[src/rtl/bfm_adder_if.sv]
// ---------------------------------------------------------------------------
// bfm_adder_if
//
// Purpose:
//   Groups the operand/result signals of bfm_adder into one bundle.
//   The block has no handshake. Every clock edge samples A_s/B_s, and
//   res_o is a pure registered output.
//
// Signals:
//   A_s          WIDTH  operand A (master -> slave)
//   B_s          WIDTH  operand B (master -> slave)
//   res_o        WIDTH  registered sum (slave -> master)
//   sample_cnt_o 32     non-reset edges seen   (only with BFM_ADDER_STATS_EN)
//   carry_cnt_o  16     samples with carry-out (only with BFM_ADDER_STATS_EN)
//
// Modports:
//   master  drives the operands and observes the results (wrapper/bench side)
//   slave   the adder itself
//
// Optional feature macro: BFM_ADDER_STATS_EN
// ---------------------------------------------------------------------------
interface bfm_adder_if #(
    parameter int WIDTH = 8
);

    logic [WIDTH-1:0] A_s;
    logic [WIDTH-1:0] B_s;
    logic [WIDTH-1:0] res_o;

`ifdef BFM_ADDER_STATS_EN
    logic [31:0]      sample_cnt_o;
    logic [15:0]      carry_cnt_o;

    modport master (
        output A_s,
        output B_s,
        input  res_o,
        input  sample_cnt_o,
        input  carry_cnt_o
    );

    modport slave (
        input  A_s,
        input  B_s,
        output res_o,
        output sample_cnt_o,
        output carry_cnt_o
    );
`else
    modport master (
        output A_s,
        output B_s,
        input  res_o
    );

    modport slave (
        input  A_s,
        input  B_s,
        output res_o
    );
`endif

endinterface

[src/rtl/bfm_adder.sv]
// ---------------------------------------------------------------------------
// bfm_adder
//
// Purpose:
//   Pipelined WIDTH-bit adder. Each rising edge of clk_i samples the two
//   operands and forms their sum. The sum either wraps modulo 2^WIDTH or
//   clamps to all-ones on carry-out. The result reaches res_o LATENCY edges
//   after the operands were presented. There is no handshake and no stall.
//
// Ports:
//   clk_i    in   1      clock; all logic on the rising edge
//   reset_i  in   1      synchronous, active-high reset; flushes the pipeline
//   bus      slave       bfm_adder_if: A_s, B_s in; res_o out
//                        (+ sample_cnt_o, carry_cnt_o with the stats option)
//
// Parameters:
//   WIDTH     2..32  operand and result width
//   LATENCY   1..8   edges from operand sample to res_o update
//   SATURATE  0/1    0 = wrap, 1 = clamp at 2^WIDTH-1 on carry-out
//
// Optional feature macro: BFM_ADDER_STATS_EN
//   When defined, the block adds a saturating 32-bit count of non-reset edges
//   and a saturating 16-bit count of samples whose raw sum carried out.
//   Both counters update on the sampling edge and are not delayed by
//   LATENCY.
// ---------------------------------------------------------------------------
module bfm_adder #(
    parameter int WIDTH    = 8,
    parameter int LATENCY  = 1,
    parameter int SATURATE = 0
) (
    input  logic        clk_i,
    input  logic        reset_i,
    bfm_adder_if.slave  bus
);

    // -----------------------------------------------------------------------
    // Elaboration-time parameter checks
    // -----------------------------------------------------------------------
    generate
        if (WIDTH < 2 || WIDTH > 32) begin : g_bad_width
            $error("bfm_adder: WIDTH=%0d outside legal range 2..32", WIDTH);
        end
        if (LATENCY < 1 || LATENCY > 8) begin : g_bad_latency
            $error("bfm_adder: LATENCY=%0d outside legal range 1..8", LATENCY);
        end
        if (SATURATE != 0 && SATURATE != 1) begin : g_bad_saturate
            $error("bfm_adder: SATURATE=%0d must be 0 or 1", SATURATE);
        end
    endgenerate

    // -----------------------------------------------------------------------
    // Sum path
    // -----------------------------------------------------------------------
    // The sum is formed one bit wider so that the carry-out is explicit. The
    // carry drives both the saturation clamp and the optional carry counter.
    logic [WIDTH:0]   sum_w;
    logic             carry_w;
    logic [WIDTH-1:0] result_d;

    assign sum_w   = {1'b0, bus.A_s} + {1'b0, bus.B_s};
    assign carry_w = sum_w[WIDTH];

    generate
        if (SATURATE != 0) begin : g_sat
            assign result_d = carry_w ? {WIDTH{1'b1}} : sum_w[WIDTH-1:0];
        end else begin : g_wrap
            assign result_d = sum_w[WIDTH-1:0];
        end
    endgenerate

    // -----------------------------------------------------------------------
    // Result pipeline
    // -----------------------------------------------------------------------
    // Stage 0 captures the new result. Each later stage copies its
    // predecessor. res_o is the last stage, so a sample taken on edge n
    // appears after edge n+LATENCY-1. A reset edge clears every stage, so no
    // result that was in flight survives the reset. Operands present on the
    // reset edge are discarded.
    logic [WIDTH-1:0] pipe_q [LATENCY];
    logic [WIDTH-1:0] pipe_d [LATENCY];

    always_comb begin
        pipe_d[0] = result_d;
        for (int i = 1; i < LATENCY; i++) begin
            pipe_d[i] = pipe_q[i-1];
        end
    end

    always_ff @(posedge clk_i) begin
        if (reset_i) begin
            for (int i = 0; i < LATENCY; i++) begin
                pipe_q[i] <= '0;
            end
        end else begin
            for (int i = 0; i < LATENCY; i++) begin
                pipe_q[i] <= pipe_d[i];
            end
        end
    end

    assign bus.res_o = pipe_q[LATENCY-1];

`ifdef BFM_ADDER_STATS_EN
    // -----------------------------------------------------------------------
    // Statistics counters
    // -----------------------------------------------------------------------
    // Both counters stick at all-ones instead of rolling over. A reading of
    // all-ones therefore means "at least this many", never a small number
    // after a wrap. The carry count uses the raw carry-out. It counts the
    // same way in wrap mode and in saturate mode.
    logic [31:0] sample_cnt_q;
    logic [31:0] sample_cnt_d;
    logic [15:0] carry_cnt_q;
    logic [15:0] carry_cnt_d;

    always_comb begin
        sample_cnt_d = sample_cnt_q;
        carry_cnt_d  = carry_cnt_q;
        if (sample_cnt_q != 32'hFFFF_FFFF) begin
            sample_cnt_d = sample_cnt_q + 32'd1;
        end
        if (carry_w && (carry_cnt_q != 16'hFFFF)) begin
            carry_cnt_d = carry_cnt_q + 16'd1;
        end
    end

    always_ff @(posedge clk_i) begin
        if (reset_i) begin
            sample_cnt_q <= '0;
            carry_cnt_q  <= '0;
        end else begin
            sample_cnt_q <= sample_cnt_d;
            carry_cnt_q  <= carry_cnt_d;
        end
    end

    assign bus.sample_cnt_o = sample_cnt_q;
    assign bus.carry_cnt_o  = carry_cnt_q;
`endif

endmodule

[src/flat_wrapper.sv]
// flat-port wrapper written by rule: the top's interface ports become plain ports
module bfm_adder_flat 
#(
    parameter int WIDTH    = 8,
    parameter int LATENCY  = 1,
    parameter int SATURATE = 0
)
  (clk_i, reset_i, bus_A_s, bus_B_s, bus_res_o);
  bfm_adder_if #(.WIDTH(WIDTH)) bus_i ();
  input  logic clk_i;
  input  logic reset_i;
  input wire logic [$bits(bus_i.A_s)-1:0] bus_A_s;
  input wire logic [$bits(bus_i.B_s)-1:0] bus_B_s;
  output wire logic [$bits(bus_i.res_o)-1:0] bus_res_o;
  assign bus_i.A_s = bus_A_s;
  assign bus_i.B_s = bus_B_s;
  assign bus_res_o = bus_i.res_o;
  bfm_adder #(.WIDTH(WIDTH), .LATENCY(LATENCY), .SATURATE(SATURATE)) u_core (.clk_i(clk_i), .reset_i(reset_i), .bus(bus_i));
endmodule
[config.mk]
export PLATFORM = sky130hd
export DESIGN_NAME = bfm_adder_flat
export DESIGN_NICKNAME = d
export VERILOG_FILES = /design/src/rtl/bfm_adder_if.sv /design/src/rtl/bfm_adder.sv /design/src/flat_wrapper.sv
export SDC_FILE = /design/constraint.sdc
export NUM_CORES = 1
export LEC_CHECK = 0
export ABC_AREA = 1
export ABC_CLOCK_PERIOD_IN_PS = 4000
export CAP_MARGIN = 15
export CORE_MARGIN = 1
export CORE_UTILIZATION = 30
export CTS_CLUSTER_SIZE = 25
export DETAILED_ROUTE_END_ITERATION = 16
export GPL_TIMING_DRIVEN = 0
export PLACE_DENSITY = 0.64
export SETUP_SLACK_MARGIN = 0.3
export SYNTH_ARGS = -nofsm -noshare
export SYNTH_HDL_FRONTEND = slang
export SYNTH_SLANG_ARGS = --single-unit
[constraint.sdc]
create_clock -name clk_i -period 4 [get_ports clk_i]
set_input_delay 1 -clock clk_i [delete_from_list [all_inputs] [get_ports clk_i]]
set_output_delay 1 -clock clk_i [all_outputs]
set_load 0.02 [all_outputs]
Yosys cells after proc, flatten, opt, wreduce, memory -nomap -nowiden
Memories as Yosys holds them, arrays and structs flattened.
Index checks and enable logic that the tools add are counted.
{"block": "totals", "output_inout_bits": 8, "ram_bits": 8, "inputBits": 18, "mem_count": 1, "regBits": 0, "wordCells": 8}
{"memory": "u_core.pipe_q", "depth": 1, "width": 8, "read_ports": 1, "rd_ports_with_merged_regs": 0, "write_ports": 1, "line_no": "bfm_adder.sv:80", "rtl": "logic [WIDTH-1:0] pipe_q [LATENCY];"}
{"block": "op_classes", "addsub": 1, "n_mux": 5, "reduce_logical": 1}
{"operator": "$add A8 B8 Y8", "count": 1}
{"operator": "$mux W8", "count": 1}
{"operator": "$reduce_or A8 Y1", "count": 1}
{"operator": "$mux W1", "count": 4}

Logic depth before layout (Yosys ltp)
{"block": "depth", "ltp_word": 3, "depth_mapped": 10, "ltp_nobuf": 10}

Least setup slack after synthesis
No wires, ideal clock.
{"block": "synth_timing", "path_kind": "input to register", "start": "input port bus_B_s[0]", "end": "memory u_core.pipe_q[0][6]", "arrival_time_ns": 1.973, "setup_ns": 0.115, "path_slack_ns": 1.912, "path_stages": 9, "required_ns": 3.885, "n_path_buf": 0, "cell_sequence": "ha_1 > inv_1 > fa_1 > inv_1 > nand2_1 > nand2_1 > nand3b_1 > a21oi_1 > nor2_1"}
{"block": "synth_between", "elab_chain_cells": 2}
{"item": "from (decl)", "line_no": "flat_wrapper.sv:13", "rtl": "input wire logic [$bits(bus_i.B_s)-1:0] bus_B_s;"}
{"item": "$add A8 B8 Y8", "line_no": "bfm_adder.sv:61", "rtl": "assign sum_w = {1'b0, bus.A_s} + {1'b0, bus.B_s};"}
{"item": "$mux W8 (no source line)"}
{"item": "to (decl)", "line_no": "bfm_adder.sv:80"}
Every way passes these cells.

Worst setup path after layout
Same ends and word-level chain as after synthesis.

==> metrics.yaml <==
pin_count: 26
path_class: "in -> reg"
routed-wl-met3_um: 77
layout-drive-gt1-share_pct: 7.62
drt-pass1-iter-count: 12
hold_viol: 0
wl_per_cell_um: 8.47
async_reset_ff_share_pct: 0
fin_crit_sh_pct: 60.3
critPathMaxStageDelay_ns: 0.46
largestRegisters: "u_core.pipe_q (8)"
rsz0062_at_grt: "false"
cp-start-kind: "input pin"
synth_seq_cells: 8
area_delta_synth_final_pct: 56.0
wl_met2_um: 530
fin_setup_tns_ns: 0
clkSinkCount: 8
chipHeight_um: 44.4
status: "finished, violations left"
yosysSeqAreaShare_pct: 29.6
die_w_um: 44.4
synth_area_um2: 541
place_congestion: 0.691
grt_usage_pct: 13.7
power_density_nw_per_um2: 297
critical_path_required_ns: 4.16
cp_max_fo: 2
irDropWorstVdd_mv: 0.123
grt_start_max_net_pins: 7
setup_viol: 0
slew_headroom_pct: 85.8
cts_tree: "yes"
core_area_um2: 1590
viasPerCell: 4.39
io_buffers: 25
cts_resized: 0
routed_wl_mm: 1.09
yosysTopAreaCell: "dfxtp_1"
synth_ff_type: "dfxtp_1"
yosysMostFrequentCell: "nand2_1"
synth_top_cell_area_share_pct: 29.6
globalRouteOverflowTotal: 0
hold_buffers: 0
worst_slew_pin_slew_ns: 0.212
syn_avg_cell_area_um2: 7.02
min_path_type: "in -> reg"
drv_slew: 0
synth_cell_types: 15
fin_crit_ns: 2.41
power.total_w: 0.000250
cp-end-kind: "flop"
synth_common_cells: "18 x nand2_1, 14 x nor2_1, 11 x inv_1"
diodes: 0
final_nets: 133
cts_made_buffers: 3
synth-edff-count: 0
postSynthCellCount: 77
synth_nets: 103
largest_reg_flops: 8
cts_root_buffer: "clkbuf_4"
worstPathArrival_ns: 2.57
cpMaxStageDelayCell: "clkdlybuf4s50_1"
grt_pass1_vias: 501
largest-register: "u_core.pipe_q"
max_freq_ghz: 0.415
final_antenna_net_count: 0
h-tree-depth: 1
design.die.area_um2: 1980
drc_errors: 1
failed_checks: "design-rule violations"
top_layer: "met3"
drv_cap: 0
clkTransAtPathRegs_ns: 0.06
grt_first_pass_wirelength_mm: 1.90
synth_warnings: 0
dp_hpwl_um: 894
leakage_nw: 0.411
antenna_found_initial: 0
cp_cell_sequence: "clkdlybuf4s50_1 -> ha_1 -> inv_1 -> fa_1 -> inv_1 -> nand2_1 -> nand2_1 -> nand3b_1 -> a21oi_1 -> nor2_1"
met1_length_um: 484
vias: 566
num_rows: 14
initialDrtViolationCount: 15
cts_max_path_buffers: 2
start_util_pct: 33.9
post_cts_buffers: 0
yosys-top-cells-area: "dfxtp_1 30%, ha_1 16%, nand2_1 13%"
[routing by layer]
layer / track usage (%) / vias to the layer above
li1: - / 294
met1: 14.4 / 252
met2: 22.6 / 20
met3: 5.31 / 0
met4: 9.09 / 0
met5: 0 / -
[through the flow]
| step | cells | hold slack, ns | util, % | setup slack, ns | instance area, um^2 |
|---|---|---|---|---|---|
| after CTS | 129 | 1.32 | 52.9 | 1.60 | 843 |
| after floorplan | 77 | 1.07 | - | 1.91 | 541 |
| final | 129 | 1.33 | 52.9 | 1.59 | 843 |
| after detailed placement | 126 | 1.59 | 51.5 | 1.33 | 821 |
| after global placement | 126 | 1.59 | 51.5 | 1.34 | 821 |
| after global routing | 129 | 1.32 | 52.9 | 1.45 | 843 |
[report_power, final]
| group | switching [W] | internal [W] | leakage [nW] |
|---|---|---|---|
| Combinational | 0.0000447 | 0.0000509 | 0.330 |
| Clock | 0.0000300 | 0.0000345 | 0.0138 |
| Sequential | 0.00000175 | 0.0000885 | 0.0668 |
[layout by cell type, fill, tap and decap left out, types with 2 or more instances in the layout]
master / n
nand3_1: 4
clkbuf_4: 3
ha_1: 7
and2_4: 2
nor2_1: 14
dfxtp_1: 8
inv_1: 11
nand3b_1: 2
clkdlybuf4s50_1: 25
nand2_1: 18
a21oi_1: 5
[kinds of logic (layout without fill, tap and decap cells)]
| family | Yosys count | after routing | share of synthesized area (%) |
|---|---|---|---|
| fa+ha+maj | 8 | 8 | 19.9 |
| xor+xnor | 1 | 1 | 1.62 |
| simple gates | 43 | 43 | 35.9 |
| compound gates | 5 | 5 | 4.63 |
| buf+inv | 12 | 40 | 8.33 |
| flops | 8 | 8 | 29.6 |
[final cells by class]
type	count	area (um^2)
fillers	163	751
well taps	24	30.0
multi-input cells	57	335
flip-flops and latches	8	160
repair buffers	25	250
clock buffers	3	22.5
inverters	12	45.0
[worst max-delay path: cells and delay by family]
family | cells | cell delay [ns]
AO/OA/AOI/OAI | 1 | 0.15
AND/OR/NAND/NOR | 4 | 0.31
adder cells (fa/ha/maj) | 2 | 0.52
buffers and inverters | 3 | 0.59
[final timing paths]
kind              slack [ns]  depth (start not counted)        from                  end
setup / recovery        1.59                         10  bus_B_s[0]  u_core.pipe_q[0][6]
hold / removal          1.33                          2     reset_i  u_core.pipe_q[0][1]
No activity file was read; power rests on OpenSTA's default activity.
